===== config.mk =====
export PLATFORM = sky130hd
export DESIGN_NAME = multi_mode_counter
export DESIGN_NICKNAME = d
export VERILOG_FILES = /design/src/rtl/multi_mode_counter_pkg.sv /design/src/rtl/tick_gen.sv /design/src/rtl/multi_mode_counter.sv
export SDC_FILE = /design/constraint.sdc
export NUM_CORES = 1
export LEC_CHECK = 0
export ABC_AREA = 1
export CORE_MARGIN = 5
export CORE_UTILIZATION = 35
export DETAILED_ROUTE_END_ITERATION = 10
export DONT_BUFFER_PORTS = 1
export PLACE_DENSITY_LB_ADDON = 0.12
export SLEW_MARGIN = 40
export SYNTH_ARGS = -nofsm -noshare
export SYNTH_HDL_FRONTEND = slang
export SYNTH_HIERARCHICAL = 1
export SYNTH_SLANG_ARGS = --single-unit
export TNS_END_PERCENT = 30

===== constraint.sdc =====
create_clock -name clk -period 2.5 [get_ports clk]
set_input_delay 0.125 -clock clk [delete_from_list [all_inputs] [get_ports clk]]
set_output_delay 0.125 -clock clk [all_outputs]
set_load 0.01 [all_outputs]

===== src/rtl/multi_mode_counter_pkg.sv =====
// Shared definitions for the multi-mode counter:
// mode encodings and Gray-code conversion helpers.
package multi_mode_counter_pkg;

  typedef enum logic [1:0] {
    MODE_UP      = 2'b00,
    MODE_DOWN    = 2'b01,
    MODE_JOHNSON = 2'b10,
    MODE_GRAY    = 2'b11
  } mode_t;

  localparam int MAX_W = 16;

  function automatic logic [MAX_W-1:0] bin2gray(
    input logic [MAX_W-1:0] b
  );
    return b ^ (b >> 1);
  endfunction

  function automatic logic [MAX_W-1:0] gray2bin(
    input logic [MAX_W-1:0] g
  );
    logic [MAX_W-1:0] b;
    b[MAX_W-1] = g[MAX_W-1];
    for (int i = MAX_W - 2; i >= 0; i--) begin
      b[i] = b[i+1] ^ g[i];
    end
    return b;
  endfunction

endpackage


===== src/rtl/tick_gen.sv =====
// Prescaler: counts enabled cycles and flags the stepping edge.
// step is combinational for the owner's next-state; tick is registered.
module tick_gen #(
  parameter int PRESCALE = 1
) (
  input  logic clk,
  input  logic reset,
  input  logic en,
  input  logic clear,
  output logic step,
  output logic tick
);

  localparam int PW = (PRESCALE > 1) ? $clog2(PRESCALE) : 1;
  localparam logic [PW-1:0] LAST = PW'(PRESCALE - 1);
  localparam logic [PW-1:0] ONE  = PW'(1);

  logic [PW-1:0] pre;

  assign step = en && (pre == LAST);

  // Prescale counter; frozen when disabled, zeroed on clear
  always_ff @(posedge clk) begin
    if (reset || clear) begin
      pre  <= '0;
      tick <= 1'b0;
    end else if (en) begin
      pre  <= step ? '0 : pre + ONE;
      tick <= step;
    end else begin
      tick <= 1'b0;
    end
  end

endmodule


===== src/rtl/multi_mode_counter.sv =====
// Runtime-selectable up/down/Johnson/Gray counter
// with prescaler, parallel load and terminal-count pulse.
module multi_mode_counter
  import multi_mode_counter_pkg::*;
#(
  parameter int WIDTH    = 4,
  parameter int PRESCALE = 1
) (
  input  logic             clk,
  input  logic             reset,
  input  logic             en,
  input  logic [1:0]       mode,
  input  logic             load,
  input  logic [WIDTH-1:0] load_val,
  output logic [WIDTH-1:0] count,
  output logic             tick,
  output logic             tc
);

  localparam logic [WIDTH-1:0] ONE = WIDTH'(1);
  localparam logic [WIDTH-1:0] TOP = {1'b1, {(WIDTH-1){1'b0}}};

  mode_t            mode_q;
  logic             mode_chg;
  logic             step;
  logic [WIDTH-1:0] inv;
  logic             j_legal;
  logic [WIDTH-1:0] gb;
  logic [WIDTH-1:0] nxt;
  logic             wrap;

  assign mode_chg = (mode_t'(mode) != mode_q);
  assign inv      = ~count;
  // Legal Johnson codes are runs of ones anchored at bit 0 or the MSB
  assign j_legal  = ((count & (count + ONE)) == '0) ||
                    ((inv & (inv + ONE)) == '0);
  assign gb       = WIDTH'(gray2bin(MAX_W'(count))) + ONE;

  tick_gen #(
    .PRESCALE (PRESCALE)
  ) u_tick (
    .clk   (clk),
    .reset (reset),
    .en    (en),
    .clear (mode_chg || load),
    .step  (step),
    .tick  (tick)
  );

  // Next count and wrap detect for the current mode
  always_comb begin
    nxt  = count;
    wrap = 1'b0;
    unique case (mode_q)
      MODE_UP: begin
        nxt  = count + ONE;
        wrap = (count == '1);
      end
      MODE_DOWN: begin
        nxt  = count - ONE;
        wrap = (count == '0);
      end
      MODE_JOHNSON: begin
        nxt  = j_legal ? {count[WIDTH-2:0], ~count[WIDTH-1]} : '0;
        wrap = j_legal && (count == TOP);
      end
      MODE_GRAY: begin
        nxt  = WIDTH'(bin2gray(MAX_W'(gb)));
        wrap = (count == TOP);
      end
      default: begin
        nxt  = count;
        wrap = 1'b0;
      end
    endcase
  end

  // Count register: reset > mode change > load > step > hold
  always_ff @(posedge clk) begin
    if (reset) begin
      count  <= '0;
      tc     <= 1'b0;
      mode_q <= mode_t'(mode);
    end else if (mode_chg) begin
      count  <= '0;
      tc     <= 1'b0;
      mode_q <= mode_t'(mode);
    end else if (load) begin
      count  <= load_val;
      tc     <= 1'b0;
    end else if (step) begin
      count  <= nxt;
      tc     <= wrap;
    end else begin
      tc     <= 1'b0;
    end
  end

endmodule


== Yosys cells after proc, flatten, opt, wreduce, memory -nomap -nowiden ==
Index checks and enable logic that the tools add are counted.
Operators by class
  mux-type cells: 8
  equal/unequal tests: 6
  shift operators: 0
  $mul: 0
  $add $sub $neg: 5
  reductions and logical operators: 14
  div/mod/pow operators: 0
  order comparisons: 0
  bitwise operators: 11
Operator list (number)
  4-bit case mux with 4 select lines: 1
  4-bit by 1-bit adder with 4-bit output, second input constant: 3
  4-bit zero test: 3
  4-bit 2-to-1 mux: 3
  4-bit bitwise AND: 2
  4-bit == test, second input constant: 2
  2-bit == test, second input constant: 2
  2-bit 2-to-1 mux: 2
  1-bit NOT: 4
  4-bit NOT: 1
  1-bit case mux with 4 select lines: 1
  2-bit nonzero test: 2
  2-bit OR reduction: 2
  4-bit OR reduction: 1
  4-bit by 1-bit subtractor with 4-bit output, second input constant: 1
  4-bit by 3-bit XOR with 4-bit output: 1
  1-bit logical OR: 3
  1-bit XOR: 3
  2-bit by 1-bit == test with 1-bit output, second input constant: 1
  1-bit logical AND: 2
  2-bit zero test: 1
  2-bit != test: 1
  1-bit adder, second input constant: 1
  1-bit 2-to-1 mux: 1
Word-level totals
  ROM bits: 0
  bits in writable memories: 0
  word-level logic and storage cells: 49
  memories: 0
  bits in registers: 9
  output and inout bits: 6
  bits in latches: 0

== Longest topological paths before layout ==
Gate-level depths: netlist of run 1.
  depth in word-level cells: 9
  mapped depth: 13
  gate-level depth less buffers: 13

== Modules after synthesis ==
The synthesis of run 1 kept the hierarchy.
Modules (own cells, without submodules)
  multi_mode_counter: instances 1, area an instance 795.8 sq um, cells each 115
  tick_gen: instances 1, area an instance 82.6 sq um, cells each 12

== Worst setup path before layout of run 1 ==
Ideal clock, no wire load.
  path type: flip-flop to flip-flop
  start point: reg count[2]
  end point: reg count[2]
  arrival: 1824 ps
  path slack: 555 ps
  setup time: 121 ps
  buffers on the path: 0
  cell stages (with the launch flop): 14
  data required time: 2379 ps
  cells stage by stage: dfxtp_1 -> inv_1 -> ha_1 -> ha_1 -> inv_1 -> nand2_1 -> nand2_1 -> nand3_1 -> nand2_1 -> nand2_1 -> nand3_1 -> nand2_1 -> nand2_1 -> a21oi_1
Between the ends
  word-level cells in the longest chain between the ends: 9
  elaborated cells on any way between the ends: 18
  classes of those cells: add/sub: 4; mux: 4; bitwise: 7; reduce/logical: 3
Ends and longest elaborated chain
  from (decl): line multi_mode_counter.sv:15  | output logic [WIDTH-1:0] count,
  from (signal assigned): line multi_mode_counter.sv:89  | count <= load_val;
  from (signal assigned): line multi_mode_counter.sv:92  | count <= nxt;
  4-bit NOT: line multi_mode_counter.sv:33  | assign inv = ~count;
  4-bit by 1-bit adder with 4-bit output: line multi_mode_counter.sv:36  | ((inv & (inv + ONE)) == '0);
  4-bit bitwise AND: line multi_mode_counter.sv:36
  4-bit zero test: line multi_mode_counter.sv:36
  1-bit logical OR: line multi_mode_counter.sv:35  | assign j_legal = ((count & (count + ONE)) == '0) ||
  4-bit 2-to-1 mux: line multi_mode_counter.sv:64  | nxt = j_legal ? {count[WIDTH-2:0], ~count[WIDTH-1]} : '0;
  4-bit case mux with 4 select lines *: line multi_mode_counter.sv:54  | unique case (mode_q)
  4-bit 2-to-1 mux *: line multi_mode_counter.sv:91  | end else if (step) begin
  4-bit 2-to-1 mux *: line multi_mode_counter.sv:88  | end else if (load) begin
Mark *: on every way between the ends. The rest lies on a longest branch, timed or not. The select of a mux whose other input is x is not followed.
A chain may end at the register's enable or synchronous reset.

== Worst setup path in the final report of run 1 ==
Same ends and word-level chain as after synthesis.

==> results of run 1 <==
[synth_stat cells, drive strengths merged (2+ instances only)]
master  instances  area share (%)
a211oi          2             2.8
nand2          28              14
buf             2             2.6
ha             11              16
o21ai           4             2.3
dfxtp           7              16
a21oi           7             4.4
xor2            2             2.0
inv            25              11
nand3          14             8.5
edfxtp          2             6.8
a22oi           3             2.6
nor2           16             8.3
[cells in the final DEF (no fill, tap or decap), drive strengths merged]
| master | synthesis | layout |
|---|---|---|
| nor2 | 16 | 16 |
| buf | 2 | 4 |
| dlygate4sd3 | 0 | 3 |
| nand2 | 28 | 28 |
| o21ai | 4 | 4 |
| inv | 25 | 25 |
| nand4 | 1 | 1 |
| o211ai | 1 | 1 |
| nand3 | 14 | 14 |
| edfxtp | 2 | 2 |
| a22oi | 3 | 3 |
| a31oi | 1 | 1 |
| a211oi | 2 | 2 |
| dfxtp | 7 | 7 |
| xor2 | 2 | 2 |
| clkbuf | 0 | 4 |
| ha | 11 | 11 |
| a21oi | 7 | 7 |
| nor3 | 1 | 1 |
[tightest hold or removal path: cells and delay by family]
family | cells | cell delay [ps]
buffers and inverters | 1 | 20
and+or+nand+nor | 2 | 120
[stage by stage]
stage,std cells,worst slack [ps]
after floorplan,127,555.1
after global placement,159,690.7
after detailed placement,159,668.1
after CTS,166,646.6
after global routing,166,451.7
final,166,656.9
[flip-flops by register name (all words and copies together) (netlist names)]
name,cells
tc,1
u_tick/pre,1
mode_q,2
count,4
u_tick/tick,1
[metal layers]
layer,vias to the layer above,GRT usage [%],wire (um)
met5,-,0,0
met4,0,3.797,0
met3,0,3.024,88
met2,11,22.22,1035
met1,376,15.98,972
li1,422,-,-
[worst max-delay path by stage]
stage | to | slack [ps] | depth (start not counted)
2_1_floorplan | count[2]$_SDFFE_PP0P_ | 560 | 13
6_report | count[2]$_SDFFE_PP0P_ | 660 | 13
3_5_place_dp | count[3]$_SDFFE_PP0P_ | 670 | 11
5_1_grt | count[2]$_SDFFE_PP0P_ | 450 | 12
3_3_place_gp | count[2]$_SDFFE_PP0P_ | 690 | 13
4_1_cts | count[3]$_SDFFE_PP0P_ | 650 | 11
[cell families (layout without fill, tap and decap cells)]
logic type / Yosys count / count (layout) / synth area share [%]
buffers and inverters: 27 / 36 / 13.53
DFF: 9 / 9 / 22.79
adders and majority gates: 11 / 11 / 15.67
xor gates and xnor gates: 2 / 2 / 1.995
AOI/OAI and AO/OA: 18 / 18 / 13.68
and+or+nand+nor: 60 / 60 / 32.34
[layout make-up]
cell class                      count  area share, %
Inverter                           25          9.834
Timing Repair Buffer                7          6.130
Clock buffer                        4          2.682
Sequential cell                     9          20.43
Tap cell                           30          3.831
Multi-Input combinational cell     91          57.09
[power by group through the flow]
stage	registers (W)	clock network (W)	logic (W)
after floorplan	0.000167	0	0.0000951
after global placement	0.000167	0	0.000119
after detailed placement	0.000167	0	0.000119
after CTS	0.000164	0.000124	0.000123
after global routing	0.000165	0.000132	0.000139
final	0.000164	0.000118	0.000122
==> flow_metrics.env, run 1 <==
export IMPL_gp_congestion=0.8065
export IMPL_multi_input_area_sq_um=559.3
export IMPL_hold_path_cell_count=3
export IMPL_hold_end="u_tick/tick$_SDFF_PP0_"
export IMPL_crit_top_cell="nand2_1"
export IMPL_synth_seq_cells=9
export IMPL_period_share_pct=73.73
export IMPL_path_class="register to register"
export IMPL_power_density_nw_per_um2=412.0
export IMPL_hp_class="primary input to register"
export IMPL_reg2reg_slack_ps=660
export IMPL_leakage_nw=0.5008
export IMPL_drcViolationCount=0
export IMPL_max_clock_freq_mhz=542.6
export IMPL_cts_sinks=9
export IMPL_fin_crit_ps=1843
export IMPL_dr_first_iter_drc_count=21
export IMPL_p_sw_w=0.0001411
export IMPL_placed_cell_area_sq_um=923.4
export IMPL_ant_nets=0
export IMPL_crit_slowest_cell="ha_1"
export IMPL_hold_viol_final=0
export IMPL_path_clk_slew_ps=70
export IMPL_grt_usage_pct=12.97
export IMPL_ir_drop_v=0.0002258
export IMPL_drive_gt1_share_pct=15.44
export IMPL_hold_buffers=3
export IMPL_cp_max_fo=5
export IMPL_tns_ps=0
export IMPL_total_power_w=0.0004037
export IMPL_synthFlopType="dfxtp_1"
export IMPL_clock_power_share_pct=29.2
export IMPL_seqPwrFrac_pct=40.5
export IMPL_cp_cell_sequence="inv_1 -> ha_1 -> ha_1 -> inv_1 -> nand2_1 -> nand2_1 -> nand3_1 -> nand2_1 -> nand2_1 -> nand3_1 -> nand2_1 -> nand2_1 -> a21oi_1"
export IMPL_numPortBuffers=0
export IMPL_fin_util_pct=40.28
export IMPL_drv_cap=0
export IMPL_grt_max_degree=11
export IMPL_r2r_cells=13
export IMPL_p_int_w=0.0002625
export IMPL_drt_pass1_iterations=4
export IMPL_worstSkewPairLatency_ps=270
export IMPL_cp_top_family="adder cells"
export IMPL_cp_startpoint="count[2]$_SDFFE_PP0P_"
export IMPL_grt_overflow=0
export IMPL_fillers=269
export IMPL_cp_required_ps=2650
export IMPL_p_sw_share_pct=34.97
export IMPL_hpwlAfterDp_um=1690
export IMPL_cts_root_buffer="clkbuf_4"
export IMPL_clock_skew_ps=7.758
export IMPL_cpPeakStageDelay_ps=350
export IMPL_cts_buffers=3
export IMPL_cts_max_path_buffers=2
export IMPL_synth_yosys_seq_area_share_pct=22.79
export IMPL_path_buf_inv=2
export IMPL_syn_area_sq_um=878.3
export IMPL_synth_fp_nets=148
export IMPL_dieArea_sq_um=3611
export IMPL_r2r_start="count[2]$_SDFFE_PP0P_"
export IMPL_syn_to_final_growth_pct=11.54
export IMPL_grt_pass1_vias=786
export IMPL_outcome="finished, final reports clean"
export IMPL_worstMarginPinSlew_ps=367.1
export IMPL_syn_inst=127
export IMPL_htree_levels=1
export IMPL_worstSetupStartpointType="register"
export IMPL_diodes=0
export IMPL_slew_viol_final=0
export IMPL_finalSetupViolCount=0
export IMPL_antenna_found_initial=0
export IMPL_holdWs_ps=36.14
export IMPL_coreArea_sq_um=2432
export IMPL_finalNetCount=158
export IMPL_timing_rr_end="count[2]$_SDFFE_PP0P_"
export IMPL_routed_via_count=809
export IMPL_synthArstFlopShare_pct=0
export IMPL_viasPerCell=4.873
export IMPL_cts_setup_buffers=0
export IMPL_crit_path_end_kind="register"
export IMPL_final_area_sq_um=979.7
export IMPL_critPathArrivalTime_ps=2000
export IMPL_power_frac_comb_pct=30.3
export IMPL_synth_edf_count=2
export IMPL_yosys_warnings=6
export IMPL_avgSynthCellArea_sq_um=6.916
export IMPL_cts_resized=0
export IMPL_grt_setup_unrepaired="false"
export IMPL_initial_core_util_pct=36.11
export IMPL_maxSlewHeadroom_pct=75.43
export IMPL_die_w_um=60.10
export IMPL_hp_start="reset"
export IMPL_grt_pass1_wl_um=3512
export IMPL_rows=18
export IMPL_regArea_sq_um=200.2
export IMPL_ios=16
export IMPL_cts_tree="built"
export IMPL_wirelength_um=2096
export IMPL_synthDistinctLibCells=25
export IMPL_routedWlPerCell_um=12.63
export IMPL_dieHeight_um=60.10
No activity file was read; power rests on OpenSTA's default activity.
==> inputs of run 2 (changes only) <==
Clock period 2.5 ns to 1.81 ns, I/O delays scaled along.
==> run 2 against run 1 <==
Register-to-register slack worse by 510 ps; hold slack worse by 19 ps; clock skew down 4.5 ps; wire length is 2.8% higher; largest power group unchanged; maximum frequency is 11% higher; non-clock buffer count rose by 3.
==> flow_metrics.env, run 2 (synthesized netlist as in run 1, its figures left out) <==
export IMPL_grt_overflow=0
export IMPL_outcome="finished, final reports clean"
export IMPL_dieHeight_um=60.10
export IMPL_largest_reg_flops=4
export IMPL_final_cells=169
export IMPL_max_flop_register="count"
export IMPL_coreArea_sq_um=2432
export IMPL_hpwlAfterDp_um=1734
export IMPL_dieArea_sq_um=3611
export IMPL_ir_drop_v=0.0003966
export IMPL_grt_pass1_vias=814
export IMPL_wirelength_um=2154
export IMPL_period_share_pct=91.96
export IMPL_cts_sinks=9
export IMPL_path_class="register to register"
export IMPL_htree_levels=1
export IMPL_cp_cell_sequence="inv_2 -> ha_2 -> inv_1 -> ha_1 -> nor2_1 -> nor2_1 -> a21oi_1 -> nand2_1 -> nand2_1 -> a21oi_1"
export IMPL_hp_class="primary input to register"
export IMPL_slew_viol_final=0
export IMPL_drv_cap=0
export IMPL_fin_crit_ps=1664
export IMPL_hp_start="reset"
export IMPL_antenna_found_initial=0
export IMPL_r2r_start="count[1]$_SDFFE_PP0P_"
export IMPL_finalNetCount=161
export IMPL_tns_ps=0
export IMPL_worstSetupStartpointType="register"
export IMPL_grt_pass1_wl_um=3560
export IMPL_drcViolationCount=0
export IMPL_hold_viol_final=0
export IMPL_timing_rr_end="count[2]$_SDFFE_PP0P_"
export IMPL_cts_buffers=3
export IMPL_final_area_sq_um=1037
export IMPL_total_power_w=0.0005659
export IMPL_worstSkewPairLatency_ps=260
export IMPL_cts_tree="built"
export IMPL_maxSlewHeadroom_pct=70.62
export IMPL_grt_max_degree=9
export IMPL_largestRegisters="count x4, mode_q x2"
export IMPL_cts_max_path_buffers=2
export IMPL_crit_path_end_kind="register"
export IMPL_worstMarginPinSlew_ps=439.0
export IMPL_layout_common_cells="23 x inv_1, 22 x nand2_1, 13 x nand3_1, 13 x nor2_1, 8 x ha_1"
export IMPL_max_clock_freq_mhz=600.8
export IMPL_drive_gt1_share_pct=23.02
export IMPL_dr_first_iter_drc_count=30
export IMPL_clock_skew_ps=3.291
export IMPL_routedWlPerCell_um=12.75
export IMPL_diodes=0
export IMPL_cts_root_buffer="clkbuf_4"
export IMPL_hold_end="u_tick/tick$_SDFF_PP0_"
export IMPL_initial_core_util_pct=36.11
export IMPL_numPortBuffers=0
export IMPL_path_clk_slew_ps=60
export IMPL_drt_pass1_iterations=4
export IMPL_power_density_nw_per_um2=545.6
export IMPL_finalSetupViolCount=0
export IMPL_die_w_um=60.10
export IMPL_critPathArrivalTime_ps=1810
export IMPL_cpPeakStageDelay_ps=350
export IMPL_ios=16
export IMPL_leakage_nw=0.5170
export IMPL_gp_congestion=0.8549
export IMPL_ant_nets=0
export IMPL_placed_cell_area_sq_um=950.9
export IMPL_cts_setup_buffers=0
export IMPL_cp_required_ps=1960
export IMPL_reg2reg_slack_ps=150
export IMPL_dpl_cell_count=162
export IMPL_crit_slowest_cell="dfxtp_2"
export IMPL_syn_to_final_growth_pct=18.09
export IMPL_r2r_cells=10
export IMPL_mostFrequentLayoutCell="inv_1"
export IMPL_hold_path_cell_count=3
export IMPL_viasPerCell=4.929
export IMPL_grt_usage_pct=13.26
export IMPL_grt_setup_unrepaired="false"
export IMPL_rows=18
export IMPL_routed_via_count=833
export IMPL_cp_max_fo=4
==> run 2: changes by cell type in the layout (fill, tap and decap cells not counted), sizes merged <==
cell / delta
buf: +3
==> run 2: worst max-delay path by stage <==
stage	from	to	slack (ps)
2_1_floorplan	count[3]$_SDFFE_PP0P_	count[2]$_SDFFE_PP0P_	20
3_3_place_gp	count[2]$_SDFFE_PP0P_	count[3]$_SDFFE_PP0P_	70
3_5_place_dp	count[2]$_SDFFE_PP0P_	count[2]$_SDFFE_PP0P_	40
4_1_cts	count[2]$_SDFFE_PP0P_	count[2]$_SDFFE_PP0P_	40
5_1_grt	count[2]$_SDFFE_PP0P_	count[2]$_SDFFE_PP0P_	6
6_report	count[1]$_SDFFE_PP0P_	count[2]$_SDFFE_PP0P_	150
==> run 2: worst max-delay path: cells and delay by family (launching register included) <==
family                     cells  cell delay, ps
DFF                            1             350
and+or+nand+nor                4             280
adders and majority gates      2             500
AOI/OAI and AO/OA              2             260
buffers and inverters          2             170
==> run 2: power breakdown <==
| part | internal [W] | switching, W |
|---|---|---|
| clock network | 0.0000849 | 0.0000698 |
| logic | 0.0000718 | 0.000111 |
| registers | 0.000215 | 0.0000135 |
==> run 2: cell type report <==
cell class	count	area, sq um
clock buffers	4	26.28
multi-input cells	91	586.8
inverters	25	96.34
flip-flops and latches	9	207.7
fillers	251	1395
repair buffers	10	82.58
well taps	30	37.54
==> run 2: routing by layer <==
metal  track usage (%)  wire (um)  share of wire [%]  vias to the layer above
met2             23.15       1080                 50                       19
met3             4.536        117                5.4                        0
li1                  -          -                  -                      430
met4             1.899          0                  0                        0
met5                 0          0                  0                        -
met1             15.90        955                 44                      384
==> run 2: through the flow <==
stage / hold slack, ps / utilization [%] / setup WS [ps]
6_report: 17.07 / 42.64 / 145.6
4_1_cts: 12.54 / 41.41 / 35.49
3_3_place_gp: 189.5 / 39.09 / 72.35
5_1_grt: 36.23 / 42.64 / 6.279
2_1_floorplan: 189.4 / - / 21.80
3_5_place_dp: 189.5 / 39.09 / 44.96
==> run 2: timing repair <==
item	in CTS	in global routing
endpoints found under the hold margin	4	0
gates resized for setup	0	6
hold buffers	3	0
endpoints found under the setup margin	0	4
